File: config.mk
export PLATFORM = sky130hd
export DESIGN_NAME = frame_ram_scanout
export DESIGN_NICKNAME = d
export VERILOG_FILES = /design/src/rtl/frame_ram_scanout.sv
export SDC_FILE = /design/constraint.sdc
export NUM_CORES = 1
export LEC_CHECK = 0
export ABC_AREA = 1
export CORE_ASPECT_RATIO = 2
export CORE_MARGIN = 2
export CORE_UTILIZATION = 40
export CTS_BUF_LIST = sky130_fd_sc_hd__clkbuf_16
export CTS_CLUSTER_SIZE = 8
export DETAILED_ROUTE_END_ITERATION = 8
export GPL_TIMING_DRIVEN = 0
export PLACE_DENSITY = 0.59
export SLEW_MARGIN = 15
export SYNTH_ARGS = -nofsm -noshare
export SYNTH_HDL_FRONTEND = slang
export SYNTH_SLANG_ARGS = --single-unit
File: constraint.sdc
create_clock -name CLOCK_50 -period 3.95 [get_ports CLOCK_50]
set_input_delay 0.79 -clock CLOCK_50 [delete_from_list [all_inputs] [get_ports CLOCK_50]]
set_output_delay 0.79 -clock CLOCK_50 [all_outputs]
set_load 0.02 [all_outputs]
File: src/rtl/frame_ram_scanout.sv
// frame_ram_scanout: replays the stored prev_image frame RAM to the 320x240 vga_adapter in raster order.
// Optional feature macro SCANOUT_STALL_EN adds a `stall` input that pauses the scan.
module frame_ram_scanout #(
    parameter int H_PIXELS   = 320,
    parameter int V_PIXELS   = 240,
    parameter int ROW_STRIDE = 360,
    parameter int RD_LATENCY = 2
) (
    input  logic        CLOCK_50,
    input  logic        resetn,
    input  logic        start,
`ifdef SCANOUT_STALL_EN
    input  logic        stall,
`endif
    input  logic [1:0]  chan_sel,
    output logic [16:0] rd_addr,
    input  logic [2:0]  rd_data,
    output logic [8:0]  x,
    output logic [7:0]  y,
    output logic        colour,
    output logic        plot,
    output logic        busy,
    output logic        done
);

    localparam logic [8:0]  X_LAST = 9'(H_PIXELS - 1);
    localparam logic [7:0]  Y_LAST = 8'(V_PIXELS - 1);
    localparam logic [16:0] STRIDE = 17'(ROW_STRIDE);

    typedef enum logic [1:0] {
        IDLE,
        SCAN,
        DRAIN,
        DONE
    } state_t;

    typedef struct packed {
        logic       valid;
        logic [8:0] px;
        logic [7:0] py;
    } pix_t;

    state_t      state_q, state_d;
    logic [8:0]  sx_q, sx_d;
    logic [7:0]  sy_q, sy_d;
    logic [16:0] row_base_q, row_base_d;
    logic [16:0] addr_q, addr_d;
    pix_t        pipe_q [RD_LATENCY];
    pix_t        push_d;
    pix_t        tail;
    logic        stall_w;
    logic        in_flight;
    logic        colour_sel;

`ifdef SCANOUT_STALL_EN
    assign stall_w = stall;
`else
    assign stall_w = 1'b0;
`endif

    // The tail retires on the same edge that DRAIN exits, so only the stages ahead of it matter.
    always_comb begin
        in_flight = 1'b0;
        for (int i = 0; i < RD_LATENCY - 1; i++) begin
            in_flight = in_flight | pipe_q[i].valid;
        end
    end

    always_comb begin
        state_d    = state_q;
        sx_d       = sx_q;
        sy_d       = sy_q;
        row_base_d = row_base_q;
        addr_d     = addr_q;
        push_d     = '0;
        unique case (state_q)
            IDLE: begin
                if (start) begin
                    state_d    = SCAN;
                    sx_d       = '0;
                    sy_d       = '0;
                    row_base_d = '0;
                    addr_d     = '0;
                end
            end
            SCAN: begin
                if (!stall_w) begin
                    push_d.valid = 1'b1;
                    push_d.px    = sx_q;
                    push_d.py    = sy_q;
                    if (sx_q == X_LAST) begin
                        sx_d       = '0;
                        row_base_d = row_base_q + STRIDE;
                        addr_d     = row_base_q + STRIDE;
                        if (sy_q == Y_LAST) begin
                            state_d    = DRAIN;
                            sy_d       = '0;
                            row_base_d = '0;
                            addr_d     = '0;
                        end else begin
                            sy_d = sy_q + 8'd1;
                        end
                    end else begin
                        sx_d   = sx_q + 9'd1;
                        addr_d = addr_q + 17'd1;
                    end
                end
            end
            DRAIN: begin
                if (!in_flight) begin
                    state_d = DONE;
                end
            end
            DONE: begin
                state_d = IDLE;
            end
        endcase
    end

    always_ff @(posedge CLOCK_50 or negedge resetn) begin
        if (!resetn) begin
            state_q    <= IDLE;
            sx_q       <= '0;
            sy_q       <= '0;
            row_base_q <= '0;
            addr_q     <= '0;
            for (int i = 0; i < RD_LATENCY; i++) begin
                pipe_q[i] <= '0;
            end
        end else begin
            state_q    <= state_d;
            sx_q       <= sx_d;
            sy_q       <= sy_d;
            row_base_q <= row_base_d;
            addr_q     <= addr_d;
            pipe_q[0]  <= push_d;
            for (int i = 1; i < RD_LATENCY; i++) begin
                pipe_q[i] <= pipe_q[i-1];
            end
        end
    end

    // The last pipe stage is the output register; it lines up with rd_data for the same pixel.
    assign tail = pipe_q[RD_LATENCY-1];

    always_comb begin
        colour_sel = 1'b0;
        case (chan_sel)
            2'd0:    colour_sel = rd_data[0];
            2'd1:    colour_sel = rd_data[1];
            2'd2:    colour_sel = rd_data[2];
            default: colour_sel = |rd_data;
        endcase
    end

    assign rd_addr = addr_q;
    assign plot    = tail.valid;
    assign x       = tail.valid ? tail.px : 9'd0;
    assign y       = tail.valid ? tail.py : 8'd0;
    assign colour  = tail.valid & colour_sel;
    assign busy    = (state_q != IDLE);
    assign done    = (state_q == DONE);

endmodule

==> results of run 1 <==
synthesized netlist by cell type (all sizes together) (4+ instances only):
cell type	count	area (um^2)
clkbuf	5	18.77
o21ai	28	143.9
nor2	46	182.7
o211ai	6	45.04
buf	6	32.53
nor3	6	30.03
nand2	165	621.9
xor2	5	43.79
xnor2	4	35.03
inv	85	319.1
dfrtp	89	2227
nand4	12	75.07
a21oi	13	68.82
nand3	45	235.2
ha	8	100.1
flip-flops by register name, indices dropped and copies added, names as in the netlist:
| register | cells |
|---|---|
| pipe_q | 34 |
| sy_q | 8 |
| state_q | 2 |
| sx_q | 9 |
| row_base_q | 17 |
| in_flight | 1 |
| rd_addr | 17 |
| plot | 1 |
report_power, final:
part	switching [W]	internal, W	total [W]
combinational	0.000566	0.000228	0.000793
clock	0.000360	0.000425	0.000785
sequential	0.0000668	0.000982	0.00105
total	0.000992	0.00164	0.00263
worst min-delay path by stage:
stage               start        end  slack [ps]
2_1_floorplan  pipe_q[18]  pipe_q[0]         330
3_3_place_gp   pipe_q[27]  pipe_q[9]         330
3_5_place_dp   pipe_q[20]  pipe_q[2]         330
4_1_cts        pipe_q[20]  pipe_q[2]         340
5_1_grt        pipe_q[20]  pipe_q[2]         350
6_report       pipe_q[20]  pipe_q[2]         340
cell usage in the layout (no fill, tap or decap), types with 2 or more instances in the layout:
master,instances
nand2_1,164
dfrtp_1,89
inv_1,81
nor2_1,44
clkdlybuf4s50_1,44
nand3_1,43
o21ai_0,24
a21oi_1,12
nand4_1,12
clkbuf_16,9
ha_1,8
nor3_1,6
o211ai_1,6
clkbuf_1,5
buf_2,5
xor2_1,5
inv_2,4
xnor2_1,4
a31oi_1,3
o21bai_1,3
o21ai_1,3
o31ai_1,3
clkinv_2,3
a31o_2,2
nand3_2,2
buf_4,2
o22ai_1,2
inv_6,2
layout make-up:
cell class,instances,area [um^2]
Clock inverter,7,43.79
Inverter,85,319.1
Tap cell,137,171.4
Buffer,11,51.30
Clock buffer,9,225.2
Fill cell,1093,5248
Multi-Input combinational cell,357,1717
Sequential cell,89,2227
Timing Repair Buffer,46,475.5
worst max-delay path, cell delays in order:
cell             delay [ps]
clkdlybuf4s50_1         510
nand2_1                  60
inv_1                    50
o21ai_0                  70
a31oi_1                 140
clkdlybuf4s50_1         620
cells by family after synthesis:
logic type	Yosys count	share of synthesized area, %
AO/OA/AOI/OAI	61	8.353
XOR/XNOR	9	1.827
adder cells (fa/ha/maj)	8	2.320
buffers and inverters	96	8.585
flip-flops	89	51.62
AND/OR/NAND/NOR	279	27.29
routing by layer:
metal | track usage [%] | routed length (um) | share of wire (%) | vias to the layer above
met5 | 0 | 0 | 0 | -
met1 | 19.63 | 3889 | 36 | 1694
li1 | - | - | - | 1828
met2 | 38.83 | 6132 | 56 | 89
met4 | 10.36 | 442 | 4.1 | 0
met3 | 3.456 | 397 | 3.7 | 34
through the flow:
stage,total power [W],std cells
after floorplan,0.001538,542
after global placement,0.001837,724
after detailed placement,0.001868,725
after CTS,0.002657,741
after global routing,0.002779,741
final,0.002627,741
==> flow_results.org, run 1 <==
** Place
- In this run the cell area measured after placement is 4961 um^2.
- Worst slack at placement :: a little over 900 ps
- In this run the tool buffered the top-level ports with 45 buffer cells.
- Post-detailed-placement half-perimeter wirelength :: approximately 8.4 mm
- Routability-driven placement finished with a final weighted congestion of 0.9122.

** Floorplanning
- The die is 150.9 um tall.
- The floorplan step set the die width to ~77 um.
- Starting utilization of the core area :: ~41%
- The floorplan has 53 rows.
- 46 I/O pins were placed.
- The core region is between 10000 and 15000 um^2.
- Die area :: around 12000 um^2

** Worst setup path
- STA puts the critical path data arrival time at 2240 ps.
- Data required time of the critical path :: 3160 ps
- Largest driver fanout on the critical path :: 3
- Worst reg2reg path startpoint :: state_q[0]
- The worst setup path is launched from an input port.
- Crit path launch :: chan_sel[0]
- In this run the worst setup path terminates at colour.
- In this run the critical register-to-register path is captured at rd_addr[13].
- The setup check on the worst reg-to-reg path leaves a slack of between 1500 and 2000 ps.
- Critical path start-end classification :: in -> out
- For the worst flop-to-flop path, the logic depth is 11.
- The worst setup path is captured at a primary output.

** Route
- Number of DRC markers in iteration 0 :: roughly 140
- The pre-antenna-repair detailed-routing pass consisted of 4 iterations.
- Average vias per placed instance :: 4.919
- Total routed wirelength :: around 11 mm
- In this run the remaining antenna-violating nets after routing total 0.
- In the final routed layout, each cell accounts on average for around 15 um.
- The routed layout has roughly 3600 vias.
- Post-route DRC violation count :: 0

** Power
- Pwr Density :: between 500 and 600 nW/um^2
- For this design the static power due to leakage is about 2.7 nW.
- Worst voltage drop across the vdd grid :: around 260 uV

** Layout
- Cells with a size suffix above 1 make up under 10% of the layout.
- In the final design database the tool counted between 600 and 700 nets.
- Cells fill 49.92% of the core in the end.
- Post-Layout Inst Area :: about 5200 um^2
- From synthesis to final layout, the design area changed by 21.23%.
- Diode insertion count for antenna repair :: 0

** Clocking
- For this design, the sink count on the clock tree is slightly below 90.
- Clock-pin slew was measured on the worst setup and hold paths at roughly 60 ps.
- TritonCTS created 9 clock buffers.
- Clock tree buffer depth :: 2
- At the later pin of the worst-skew pair, clock insertion delay measures about 340 ps.
- Cell chosen for the clock root :: clkbuf_16
- In this run, post-CTS repair resized a total of 0 instances.
- Clock tree from TritonCTS :: yes
- Postcts setup bufs :: 0
- Number of hold buffers added after cts :: 0
- The H-tree generated during clock tree synthesis spans 3 levels.

** STA
- Summed over all failing endpoints, the final setup total negative slack is 0 ps.
- In the finished design, the share of the clock period the worst path needs comes to between 70% and 80%.
- Between clock sinks in the finished design, the worst skew comes to 7.908 ps.
- At the pin with the least slew margin, the transition time is between 500 and 600 ps.
- Worst slew margin relative to its limit :: just over 60%
- Post-route minimum period :: around 3000 ps
- On the final layout, the worst hold slack is 343.6 ps.
- Number of failing setup endpoints in the final timing report :: 0
- Hold violation count in the final report :: 0
- Setup repair after global routing missed its margin :: no
- Final count of pins violating max slew :: 0
- Setup slack closes at a little over 900 ps.
- For this run, the top clock speed supported by timing is between 300 and 400 MHz.

** Logic synthesis
- The cell count after synthesis came out at between 500 and 600.
- Yosys mapped a number of flops with a built-in enable equal to 0.
- The most used flip-flop cell after synthesis is dfrtp_1.
- Number of distinct library cells after synthesis :: 35
- In the synthesized netlist the async set-or-reset flop fraction comes to between 90% and 100%.
- Synthesized netlist net count :: 558
- In this run the mean area of a mapped cell was about 8.0 um^2.
- Cell area after synthesis :: around 4300 um^2
- Synthesis-stage register bit count :: 89
- Sequential element share of the synthesized area :: 51.62%
- Synth warn :: 0

** Global routing
- Total global routing overflow :: 0
- Maximum number of pins on one net before global-route repair :: 53
- For this run, the total global-route usage over all layers was measured as roughly a fifth.
- Initial antenna violation count :: 0
- The first global-routing pass estimated between 15 and 20 mm of wire.
- The via count of the first global-routing pass came to between 3000 and 4000.

** Job
- Max Cap Viol :: 0

** Run status
- Status :: finished clean

** Worst hold path
- Number of cells traversed by the worst hold path :: 0
- The min-delay analysis places its worst path in the category reg -> reg.
Power figures use the tool's default switching activity.
==> run 2, diff against run 1 <==
==> constraint.sdc (replaced) <==
create_clock -name CLOCK_50 -period 3.1 [get_ports CLOCK_50]
set_input_delay 0.62 -clock CLOCK_50 [delete_from_list [all_inputs] [get_ports CLOCK_50]]
set_output_delay 0.62 -clock CLOCK_50 [all_outputs]
set_load 0.02 [all_outputs]
==> results of run 2 <==
The final DEF is identical to that of run 1. Status: finished clean.
Main changes from that run: setup slack after placement 916.4 ps -> 406.4 ps; clock-pin slew on the worst setup and hold paths 60 ps -> 70 ps; setup slack after layout 918.0 ps -> 344.0 ps; hold slack 343.6 ps -> 256.7 ps; start point of the critical path chan_sel[0] -> plot; end point of the critical path colour -> y[0]; register-to-register setup slack 1770 ps -> 920 ps; total power 0.002627 W -> 0.003348 W; worst IR drop on VDD 261.2 uV -> 332.8 uV
==> run 3, diff against run 2 <==
--- a/config.mk
+++ b/config.mk
@@ -7,7 +7,6 @@
 export LEC_CHECK = 0
 export ABC_AREA = 1
 export CORE_ASPECT_RATIO = 2
-export CORE_MARGIN = 2
 export CORE_UTILIZATION = 40
 export CTS_BUF_LIST = sky130_fd_sc_hd__clkbuf_16
 export CTS_CLUSTER_SIZE = 8
==> run 3 against run 2 <==
Against the previous run: utilization grew 0.42 points; routed wire length decreased by 1.9%; combinational power hardly changed; largest power group unchanged; sequential share of layout area is 0.35 points lower; critical path depth did not move; die area down 3.9%; highest routed layer unchanged; flip-flop and latch count did not move; fmax about the same; clock skew grew 4.0 ps; critical path type unchanged; setup slack worse by 1.1 ps.
==> flow_results.org, run 3 (synthesis gave the netlist of run 1 again) <==
** Run status
- The run finished with clean final reports.

** Worst hold path
- The path class of the tightest hold or removal check is in -> async.

** Clocking
- Clock latency of the later-clocked register in the worst-skew pair :: 340 ps
- Number of H-tree branching levels :: 3
- Clock slew at the register clock pins of the worst setup and hold paths :: ~60 ps
- Clock tree buffer depth :: 2
- PostCTS Resize Cnt :: 0
- Clock tree synthesis found a total of 89 sinks.
- TritonCTS built the clock tree.
- Hold repair after CTS inserted 0 buffers.
- In this run, CTS created clock tree buffers numbering 9.
- Cell chosen for the clock root :: clkbuf_16
- The number of setup buffers added after CTS is 0.

** STA
- Subtracting the final worst setup slack from the clock period gives between 2000 and 3000 ps.
- Setup repair after global routing left no endpoint under its margin.
- At the pin with the least slew margin, the transition time is roughly 500 ps.
- Final count of pins violating max slew :: 0
- After layout, the worst setup slack is around 340 ps.
- Number of failing setup endpoints in the final timing report :: 0
- Worst slew margin relative to its limit :: 65.98%
- The worst path uses between 80% and 90% of the clock period.
- Top achievable clock speed :: around 360 MHz
- Worst-case clock skew :: around 12 ps
- The number of hold violations in the final report is 0.

** Power
- Power spread over the standard cell area amounts to 659.3 nW/um^2.
- Per report_power, the sequential group accounts for between 30% and 40% of the total.
- Worst voltage drop across the vdd grid :: around 330 uV
- Internal power consumption :: approximately 0.0022 W
- Power after layout :: about 0.0035 W
- Of the total power, the share spent switching nets is approximately 36%.
- Switching power of the nets :: 0.001236 W
- Combinational share of power :: 28.7%
- For this design the static power due to leakage is ~2.7 nW.
- In this run, the clock network consumes approximately a third of the power.

** Worst setup path
- Critical Path Sink Type :: primary output
- Cell Chain, Critical Path :: clkbuf_1, clkbuf_1, nand2_1, inv_1, clkdlybuf4s50_1
- Of all nets on the critical path, the largest fanout is 10.
- The most critical setup path has its startpoint at plot.
- End point of the critical path :: x[5]
- Worst reg2reg path startpoint :: state_q[0]
- R2R Setup Slk :: ~980 ps
- Crit path max-delay cell type :: clkdlybuf4s50_1
- The worst register-to-register path has a depth of 11.
- Data required time of the critical path :: between 2000 and 2500 ps
- Critical path start-end classification :: reg -> out
- Crit-path max cell delay :: 600 ps
- Counting stages on the worst path, the most repeated cell is clkbuf_1.
- Data arrives at the worst endpoint at 2140 ps.
- Nature of the critical path startpoint :: flop
- The endpoint identified for the worst register-to-register timing path is rd_addr[13].

** Layout
- Post-Layout Inst Area :: approximately 5300 um^2
- In the final layout, the share of cells above drive strength 1 is roughly 5.8%.
- Most common cell after layout, fill and taps aside :: nand2_1
- Register with the most flip-flops :: pipe_q
- For this run, the post-layout net count is just over 600.
- Synth-to-Final Area Change :: 22.24%
- The register with the most flip-flops in the layout has 34 of them.
- Fillers :: approximately 1100
- Leaving out fill and tap cells, the most frequent cells in the layout are nand2_1, dfrtp_1, inv_1.
- The repair_antennas step left the layout with diodes totalling 0.

** Job
- Max Cap Viol :: 0

** Place
- Last weighted congestion value of the routability-driven placer :: between 0.8 and 0.9
- Post-detailed-placement half-perimeter wirelength :: ~8 mm
- Worst slack at placement :: 408.9 ps
- In this run the cell area measured after placement is about 5000 um^2.
- Input and output buffers added on the ports amount to 45.

** Floorplanning
- Floorplan die height :: about 150 um
- Starting utilization of the core area :: 41.18%
- The die covers approximately 11000 um^2.
- Row generation in the floorplan step produced 53 rows.
- The core region is ~10000 um^2.
- The die is 75.44 um wide.
- 46 I/O pins were placed.

** Route
- For this block, the routed nets add up to 10.66 mm of wire.
- In the routed layout, each cell is associated on average with a via count of 5.057.
- Vias :: about 3700
- After detailed routing, the number of remaining DRC violations is 0.
- Number of DRC markers in iteration 0 :: about 220
- Routed wirelength normalized by instance count :: around 14 um
- First drt pass iteration count :: 5
- Final antenna-violating net count :: 0

** Global routing
- Maximum number of pins on one net before global-route repair :: 62
- Initial antenna violation count :: 0
- Across every metal layer, demand over resource in global routing totals a little over a fifth.
- The first global-routing pass estimated 17.37 mm of wire.
- Total global routing overflow :: 0
- Vias in the first global route :: between 3000 and 4000
## run 3: changes by cell type in the layout (fill, tap and decap cells not counted)
cell	delta
clkinv_4	+1
inv_6	-2
inv_1	+2
clkinv_2	-3
bufinv_16	+2
## run 3: how the worst min path moves through the flow
stage	startpoint	to	slack, ps	depth (start not counted)
after global routing	resetn	pipe_q[8]	240	1
final	resetn	pipe_q[10]	210	1
after floorplan	resetn	in_flight	320	0
after global placement	pipe_q[19]	pipe_q[1]	330	0
after detailed placement	pipe_q[28]	pipe_q[10]	340	0
after CTS	resetn	row_base_q[15]	210	1
## run 3: area by class of cell
| cell class | instances | area [um^2] | area share, % |
|---|---|---|---|
| well taps | 137 | 171.4 | 3.250 |
| flip-flops and latches | 89 | 2227 | 42.23 |
| inverters | 85 | 319.1 | 6.050 |
| plain buffers | 11 | 51.30 | 0.9727 |
| repair buffers | 46 | 475.5 | 9.015 |
| clock buffers | 9 | 225.2 | 4.270 |
| clock inverters | 7 | 87.58 | 1.661 |
| multi-input cells | 357 | 1717 | 32.55 |
## run 3: power groups by stage
stage          sequential (W)  clock (W)  combinational [W]
2_1_floorplan         0.00136          0           0.000600
3_3_place_gp          0.00135          0           0.000980
3_5_place_dp          0.00136          0            0.00100
4_1_cts               0.00134    0.00117            0.00101
5_1_grt               0.00135    0.00121            0.00110
6_report              0.00134    0.00114           0.000997
## run 3: per-stage QoR
step	instances	setup TNS [ps]	util [%]	hold slack (ps)
2_1_floorplan	542	0	-	324.4
3_3_place_gp	724	-167700	47.11	331.2
3_5_place_dp	725	0	47.35	335.6
4_1_cts	741	0	50.33	213.8
5_1_grt	741	0	50.33	237.8
6_report	741	0	50.33	207.3
## run 3: critical path: cells and delay by family (launching register included)
| kind | cells | cell delay [ps] |
|---|---|---|
| AND/OR/NAND/NOR | 1 | 100 |
| buffers and inverters | 4 | 1370 |
| flip-flops | 1 | 340 |
## run 3: metal layers
layer	vias up	GRT usage (%)	wire length (um)
met5	-	0	0
met4	0	10.28	409
met3	24	3.581	390
met2	94	39.78	6070
met1	1794	20.97	3786
li1	1835	-	-
